### src/rtl/fp_pkg.sv
// Shared types and helpers for the single-precision add/subtract sequencer.
package fp_pkg;

    localparam int EXP_W = 8;
    localparam int MAN_W = 23;
    localparam int EXT_W = 27;

    localparam logic [31:0]      QNAN    = 32'h7FC00000;
    localparam logic [31:0]      PINF    = 32'h7F800000;
    localparam logic [EXP_W-1:0] EXP_MAX = 8'hFF;

    typedef enum logic [2:0] {
        IDLE,
        ALIGN,
        ADD,
        NORM,
        ROUND,
        DONE
    } state_e;

    typedef struct packed {
        logic             sign;
        logic [EXP_W-1:0] exp;
        logic [MAN_W-1:0] man;
    } fp_t;

    function automatic fp_t fp_unpack(input logic [31:0] w);
        return fp_t'(w);
    endfunction

    function automatic logic [31:0] fp_pack(input logic s, input logic [EXP_W-1:0] e,
                                            input logic [MAN_W-1:0] m);
        return {s, e, m};
    endfunction

    // Hidden bit, fraction, then guard/round/sticky; exp=0 (zero or denormal) reads as 0.
    function automatic logic [EXT_W-1:0] fp_ext_man(input fp_t f);
        return (f.exp == '0) ? '0 : {1'b1, f.man, 3'b000};
    endfunction

endpackage

### src/rtl/fp_align_sticky.sv
// Combinational operand compare/swap and right alignment of the smaller operand
// with sticky collection of every bit shifted out.
module fp_align_sticky
    import fp_pkg::*;
(
    input  fp_t              a_i,
    input  fp_t              b_i,
    output logic             sign_x_o,
    output logic             sign_y_o,
    output logic [EXP_W-1:0] exp_x_o,
    output logic [EXT_W-1:0] man_x_o,
    output logic [EXT_W-1:0] man_y_o
);

    logic [EXT_W-1:0] man_a, man_b, man_y_raw, lost_mask;
    logic [EXP_W-1:0] exp_a, exp_b, exp_y, shift;
    logic             swap;

    // Larger magnitude becomes X; Y is shifted under it, lost bits fold into bit 0
    always_comb begin
        man_a     = fp_ext_man(a_i);
        man_b     = fp_ext_man(b_i);
        exp_a     = a_i.exp;
        exp_b     = b_i.exp;
        swap      = {exp_b, man_b} > {exp_a, man_a};
        sign_x_o  = swap ? b_i.sign : a_i.sign;
        sign_y_o  = swap ? a_i.sign : b_i.sign;
        exp_x_o   = swap ? exp_b : exp_a;
        exp_y     = swap ? exp_a : exp_b;
        man_x_o   = swap ? man_b : man_a;
        man_y_raw = swap ? man_a : man_b;
        shift     = exp_x_o - exp_y;
        lost_mask = '0;
        man_y_o   = '0;
        if (shift >= 8'(EXT_W)) begin
            man_y_o[0] = |man_y_raw;
        end else begin
            lost_mask  = (EXT_W'(1) << shift) - EXT_W'(1);
            man_y_o    = man_y_raw >> shift;
            man_y_o[0] = man_y_o[0] | (|(man_y_raw & lost_mask));
        end
    end

endmodule

### src/rtl/fp_add_seq.sv
// Multi-cycle IEEE-754 single-precision add/subtract sequencer.
// Rounding: truncation by default; define FP_ADD_RNE_EN for round-to-nearest-even.
//
//   state | meaning
//   IDLE  | waiting for an operand pair, in_ready=1
//   ALIGN | compare/swap/align operands, detect NaN/Inf specials
//   ADD   | mantissa add/subtract; specials and exact zero exit to DONE
//   NORM  | left-normalize one bit per cycle, flush on underflow
//   ROUND | round, detect overflow, pack result
//   DONE  | result/flags held until out_ready
module fp_add_seq
    import fp_pkg::*;
(
    input  logic        clk,
    input  logic        rst,
    input  logic        in_valid,
    output logic        in_ready,
    input  logic [31:0] a,
    input  logic [31:0] b,
    input  logic        op,
    output logic        out_valid,
    input  logic        out_ready,
    output logic [31:0] result,
    output logic [2:0]  flags,
    output logic        busy
);

    state_e           state_q, state_d;
    fp_t              a_q, a_d, b_q, b_d;
    logic [EXP_W:0]   exp_q, exp_d;
    logic [EXT_W-1:0] man_q, man_d, man_y_q, man_y_d;
    logic             sign_q, sign_d, sub_q, sub_d, spec_q, spec_d;
    logic [31:0]      result_q, result_d;
    logic [2:0]       flags_q, flags_d;

    logic             al_sign_x, al_sign_y;
    logic [EXP_W-1:0] al_exp_x;
    logic [EXT_W-1:0] al_man_x, al_man_y;

    logic             a_nan, b_nan, a_snan, b_snan, a_inf, b_inf;
    logic [EXT_W:0]   sum;
    logic [EXT_W-1:0] diff;
    logic             rnd_up, rnd_inexact;
    logic [MAN_W+1:0] rnd_sum;
    logic [EXP_W:0]   rnd_exp;
    logic [MAN_W-1:0] rnd_man;

    fp_align_sticky u_align (
        .a_i      (a_q),
        .b_i      (b_q),
        .sign_x_o (al_sign_x),
        .sign_y_o (al_sign_y),
        .exp_x_o  (al_exp_x),
        .man_x_o  (al_man_x),
        .man_y_o  (al_man_y)
    );

    // Next-state and datapath updates for every FSM state
    always_comb begin
        state_d  = state_q;
        a_d      = a_q;
        b_d      = b_q;
        exp_d    = exp_q;
        man_d    = man_q;
        man_y_d  = man_y_q;
        sign_d   = sign_q;
        sub_d    = sub_q;
        spec_d   = spec_q;
        result_d = result_q;
        flags_d  = flags_q;

        a_nan  = (a_q.exp == EXP_MAX) && (a_q.man != '0);
        b_nan  = (b_q.exp == EXP_MAX) && (b_q.man != '0);
        a_snan = a_nan && !a_q.man[MAN_W-1];
        b_snan = b_nan && !b_q.man[MAN_W-1];
        a_inf  = (a_q.exp == EXP_MAX) && (a_q.man == '0);
        b_inf  = (b_q.exp == EXP_MAX) && (b_q.man == '0);

        sum  = {1'b0, man_q} + {1'b0, man_y_q};
        diff = man_q - man_y_q;

        rnd_inexact = |man_q[2:0];
`ifdef FP_ADD_RNE_EN
        rnd_up = man_q[2] & (man_q[1] | man_q[0] | man_q[3]);
`else
        rnd_up = 1'b0;
`endif
        rnd_sum = {1'b0, man_q[EXT_W-1:3]} + (MAN_W+2)'(rnd_up);
        rnd_exp = exp_q + (EXP_W+1)'(rnd_sum[MAN_W+1]);
        rnd_man = rnd_sum[MAN_W+1] ? rnd_sum[MAN_W:1] : rnd_sum[MAN_W-1:0];

        unique case (state_q)
            IDLE: begin
                if (in_valid) begin
                    a_d     = fp_unpack(a);
                    b_d     = fp_unpack({b[31] ^ op, b[30:0]});
                    flags_d = '0;
                    spec_d  = 1'b0;
                    state_d = ALIGN;
                end
            end
            ALIGN: begin
                exp_d   = {1'b0, al_exp_x};
                man_d   = al_man_x;
                man_y_d = al_man_y;
                sign_d  = al_sign_x;
                sub_d   = al_sign_x ^ al_sign_y;
                if (a_nan || b_nan) begin
                    result_d   = QNAN;
                    flags_d[2] = a_snan | b_snan;
                    spec_d     = 1'b1;
                end else if (a_inf && b_inf && (a_q.sign != b_q.sign)) begin
                    result_d   = QNAN;
                    flags_d[2] = 1'b1;
                    spec_d     = 1'b1;
                end else if (a_inf) begin
                    result_d = {a_q.sign, PINF[30:0]};
                    spec_d   = 1'b1;
                end else if (b_inf) begin
                    result_d = {b_q.sign, PINF[30:0]};
                    spec_d   = 1'b1;
                end
                state_d = ADD;
            end
            ADD: begin
                // Specials leave through here so they share the exact-zero latency
                if (spec_q) begin
                    state_d = DONE;
                end else if (!sub_q) begin
                    if (sum[EXT_W]) begin
                        man_d = {sum[EXT_W:2], sum[1] | sum[0]};
                        exp_d = exp_q + 9'd1;
                    end else begin
                        man_d = sum[EXT_W-1:0];
                    end
                    state_d = NORM;
                end else if (diff == '0) begin
                    result_d = '0;
                    state_d  = DONE;
                end else begin
                    man_d   = diff;
                    state_d = NORM;
                end
            end
            NORM: begin
                if (man_q[EXT_W-1]) begin
                    state_d = ROUND;
                end else if (exp_q <= 9'd1) begin
                    // Result below the normal range (or a true zero sum): signed zero
                    result_d   = {sign_q, 31'd0};
                    flags_d[0] = flags_q[0] | (|man_q);
                    state_d    = DONE;
                end else begin
                    man_d = man_q << 1;
                    exp_d = exp_q - 9'd1;
                end
            end
            ROUND: begin
                if (rnd_exp >= 9'd255) begin
                    result_d   = {sign_q, PINF[30:0]};
                    flags_d[1] = 1'b1;
                    flags_d[0] = 1'b1;
                end else begin
                    result_d   = fp_pack(sign_q, rnd_exp[EXP_W-1:0], rnd_man);
                    flags_d[0] = flags_q[0] | rnd_inexact;
                end
                state_d = DONE;
            end
            DONE: begin
                if (out_ready) state_d = IDLE;
            end
            default: state_d = IDLE;
        endcase
    end

    // State and datapath registers; reset discards any operation in flight
    always_ff @(posedge clk) begin
        if (rst) begin
            state_q  <= IDLE;
            a_q      <= '0;
            b_q      <= '0;
            exp_q    <= '0;
            man_q    <= '0;
            man_y_q  <= '0;
            sign_q   <= 1'b0;
            sub_q    <= 1'b0;
            spec_q   <= 1'b0;
            result_q <= '0;
            flags_q  <= '0;
        end else begin
            state_q  <= state_d;
            a_q      <= a_d;
            b_q      <= b_d;
            exp_q    <= exp_d;
            man_q    <= man_d;
            man_y_q  <= man_y_d;
            sign_q   <= sign_d;
            sub_q    <= sub_d;
            spec_q   <= spec_d;
            result_q <= result_d;
            flags_q  <= flags_d;
        end
    end

    assign in_ready  = (state_q == IDLE);
    assign out_valid = (state_q == DONE);
    assign busy      = (state_q != IDLE);
    assign result    = result_q;
    assign flags     = flags_q;

endmodule

### config.mk
export PLATFORM = sky130hd
export DESIGN_NAME = fp_add_seq
export DESIGN_NICKNAME = d
export VERILOG_FILES = /design/src/rtl/fp_pkg.sv /design/src/rtl/fp_align_sticky.sv /design/src/rtl/fp_add_seq.sv
export SDC_FILE = /design/constraint.sdc
export NUM_CORES = 1
export LEC_CHECK = 0
export CAP_MARGIN = 20
export CORE_UTILIZATION = 30
export DETAILED_ROUTE_END_ITERATION = 7
export PLACE_DENSITY_LB_ADDON = 0.08
export SYNTH_ARGS = -nofsm -noshare
export SYNTH_HDL_FRONTEND = slang
export SYNTH_SLANG_ARGS = --single-unit
### constraint.sdc
create_clock -name clk -period 6.25 [get_ports clk]
set_clock_uncertainty 0.2 [all_clocks]
set_input_delay 0.625 -clock clk [delete_from_list [all_inputs] [get_ports clk]]
set_output_delay 0.625 -clock clk [all_outputs]
set_load 0.005 [all_outputs]
==> flow_metrics.tcl <==
set metrics [dict create \
    ir_drop_v 0.0002600 \
    synth_top_area_share_pct 23.06 \
    postCtsHoldBufs 0 \
    nFillCells 5098 \
    syn-num-nets 2142 \
    rsz0062_at_grt "no" \
    initial_utilization_pct 30.48 \
    place_congestion 0.9358 \
    grt_overflow 0 \
    h-tree-depth 4 \
    crit_path_end_kind "flip-flop" \
    finalSetupTns_ns 0 \
    critPathKind "reg -> reg" \
    diodes 0 \
    ys_warn_count 0 \
    cts.path.max_buffers 2 \
    port_buffers 106 \
    yosysTopAreaCell "dfxtp_1" \
    grt_use_total_pct 24.13 \
    cts.sinks 168 \
    drt_pass1_iterations 5 \
    timing_hold_violations_final 0 \
    clk_latency_ns 0.50 \
    io_pins 107 \
    outcome "complete, no violations" \
    drc 0 \
    path_cells "nor4_1 -> nand2_1 -> buf_4 -> nand2_1 -> inv_1 -> ha_1 -> a21oi_1 -> o21a_1 -> o221ai_1 -> a211o_2 -> o21a_2 -> nor2_1 -> a21oi_1 -> ha_1 -> a221oi_4 -> xor2_4 -> buf_12 -> mux4_2 -> o21ai_0 -> a22oi_1 -> o21ai_0 -> a2111oi_2 -> a31oi_1" \
    synth_cell_types 95 \
    ys_ff_latch 168 \
    layout_common_cells "nand2_1, a21oi_1, dfxtp_1" \
    slowest_delay_ns 0.47 \
    ant_nets 0 \
    dpl.hpwl_um 45800 \
    core_mm2 0.04785 \
    synth_edf_count 0 \
    fin_crit_ns 5.798 \
    async_flop_share_pct 0 \
    ys_seq_area_share_pct 23.06 \
    final_nets 2192 \
    grt_max_degree 71 \
    p_per_area_mw_per_mm2 442.8 \
    multiInputGateArea_mm2 0.01026 \
    final-setup-viol-count 0 \
    drive_above_1_share_pct 8.953 \
    hold_ws_ns 0.2645 \
    synth_area_leaders "dfxtp_1, nand2_1, ha_1, a21oi_1, nor2_1" \
    grt_pass1_wl_um 91510 \
    slew_viol_final 0 \
    fin_crit_sh_pct 92.77 \
    startpoint_type "flip-flop" \
    path_clk_slew_ns 0.08 \
    critPathSlowestCell "a211o_2" \
    max_freq_ghz 0.1725 \
    dominantRegCellSynth "dfxtp_1" \
    final_common_cell "nand2_1" \
    regArea_mm2 0.003363 \
    drt-total-wl_um 59460 \
    grt_pass1_vias 14590 \
    cts_root_buf "clkbuf_16" \
    cp.required_ns 6.42 \
    leakagePower_nw 6.545 \
    worstMarginPinSlew_ns 0.9742 \
    die_y_um 222.5 \
    ff2ff_path_depth 23 \
    dr_total_vias 15230 \
    drt_iter0_drc 1314 \
    syn_avg_cell_area_um2 7.362 \
    die_area_mm2 0.04950 \
    syn_inst 1981 \
    cts_inserted_buffers 17 \
    rows 80 \
    die-width_um 222.5 \
    syn2layout_area_growth_pct 17.50 \
    vias_per_cell 5.729 \
    wl_per_cell_um 22.36 \
    cp_max_fo 29 \
    whs_path_depth 2 \
    cap_violations 0 \
    critPathArrivalTime_ns 5.96 \
    hp-class "reg -> reg" \
    relSlewSlack_pct 34.98 \
    syn_area_mm2 0.01458 \
    antenna_found_initial 1 \
    cts_tree "done" \
]
flip-flops by register name, summed over array words and instances (netlist names):
signal and cells:
a_q 32, man_q 27, spec_q 1, result 32
sign_q 1, state_q 3, man_y_q 27, flags 3
b_q 32, sub_q 1, exp_q 9
where the power goes:
part | leakage [nW] | internal, mW | switching, mW
sequential | 1.37 | 1.20 | 0.202
combinational | 4.86 | 1.79 | 3.16
clock | 0.322 | 0.697 | 0.542
total | 6.54 | 3.68 | 3.91
synth_stat cells, drive strengths merged, types with 41 or more instances:
cell / count
clkbuf: 98
nand3: 41
nand2: 314
ha: 90
inv: 115
buf: 47
dfxtp: 168
nor3: 48
o21ai: 84
nor2: 163
mux2i: 44
a21oi: 177
a211oi: 48
kinds of logic after synthesis:
kind of cell | Yosys count | share of synthesized area (%)
flops | 168 | 23.06
buf+inv | 260 | 7.232
xor+xnor | 51 | 3.114
simple gates | 729 | 22.98
fa+ha+maj | 93 | 8.065
compound gates | 611 | 29.90
mux | 69 | 5.645
repair_timing:
| action | in CTS | in global routing |
|---|---|---|
| setup buffers | 0 | 3 |
| setup endpoints to repair | 0 | 17 |
| gates resized for setup | 0 | 8 |
| hold endpoints to repair | 0 | 0 |
per-stage QoR:
stage / cells / power [mW] / util (%) / cell area, µm² / setup WS, ns
floorplan: 1981 / 4.622 / - / 14590 / 0.07418
global placement: 2623 / 6.286 / 34.27 / 16390 / 0.2984
detailed placement: 2623 / 6.257 / 34.27 / 16390 / 0.2502
CTS: 2655 / 7.535 / 35.66 / 17060 / 0.1907
global route: 2659 / 8.102 / 35.82 / 17140 / 0.008093
finish: 2659 / 7.587 / 35.82 / 17140 / 0.4516
worst max-delay path: cells and delay by family (launching register included):
kind            cells  cell delay [ns]
compound gates     12             2.63
xor+xnor            1             0.31
fa+ha+maj           2             0.57
buf+inv             3             0.61
flops               1             0.38
mux                 1             0.26
simple gates        4             0.68
per-layer routing:
metal	GRT usage, %	vias to the layer above	share of wire, %
met2	39.11	408	47
met4	7.052	0	2.0
met1	33.06	7394	47
met5	0	-	0
met3	3.372	57	4.2
li1	-	7374	-
cell type report:
| cell class | count | area share (%) |
|---|---|---|
| Tap cell | 615 | 4.490 |
| Multi-Input combinational cell | 1553 | 59.87 |
| Clock buffer | 18 | 2.563 |
| Clock inverter | 14 | 1.322 |
| Inverter | 115 | 2.519 |
| Timing Repair Buffer | 176 | 9.609 |
| Sequential cell | 168 | 19.63 |
final timing paths:
check / start / end / slack, ns
setup / recovery: b_q[24] / man_y_q[0] / 0.45
hold / removal: result[29] / result[29] / 0.26
setup reg to reg: b_q[24] / man_y_q[0] / 0.45
hold reg to reg: result[29] / result[29] / 0.26
Note: power is estimated with default switching activity, not from simulation.
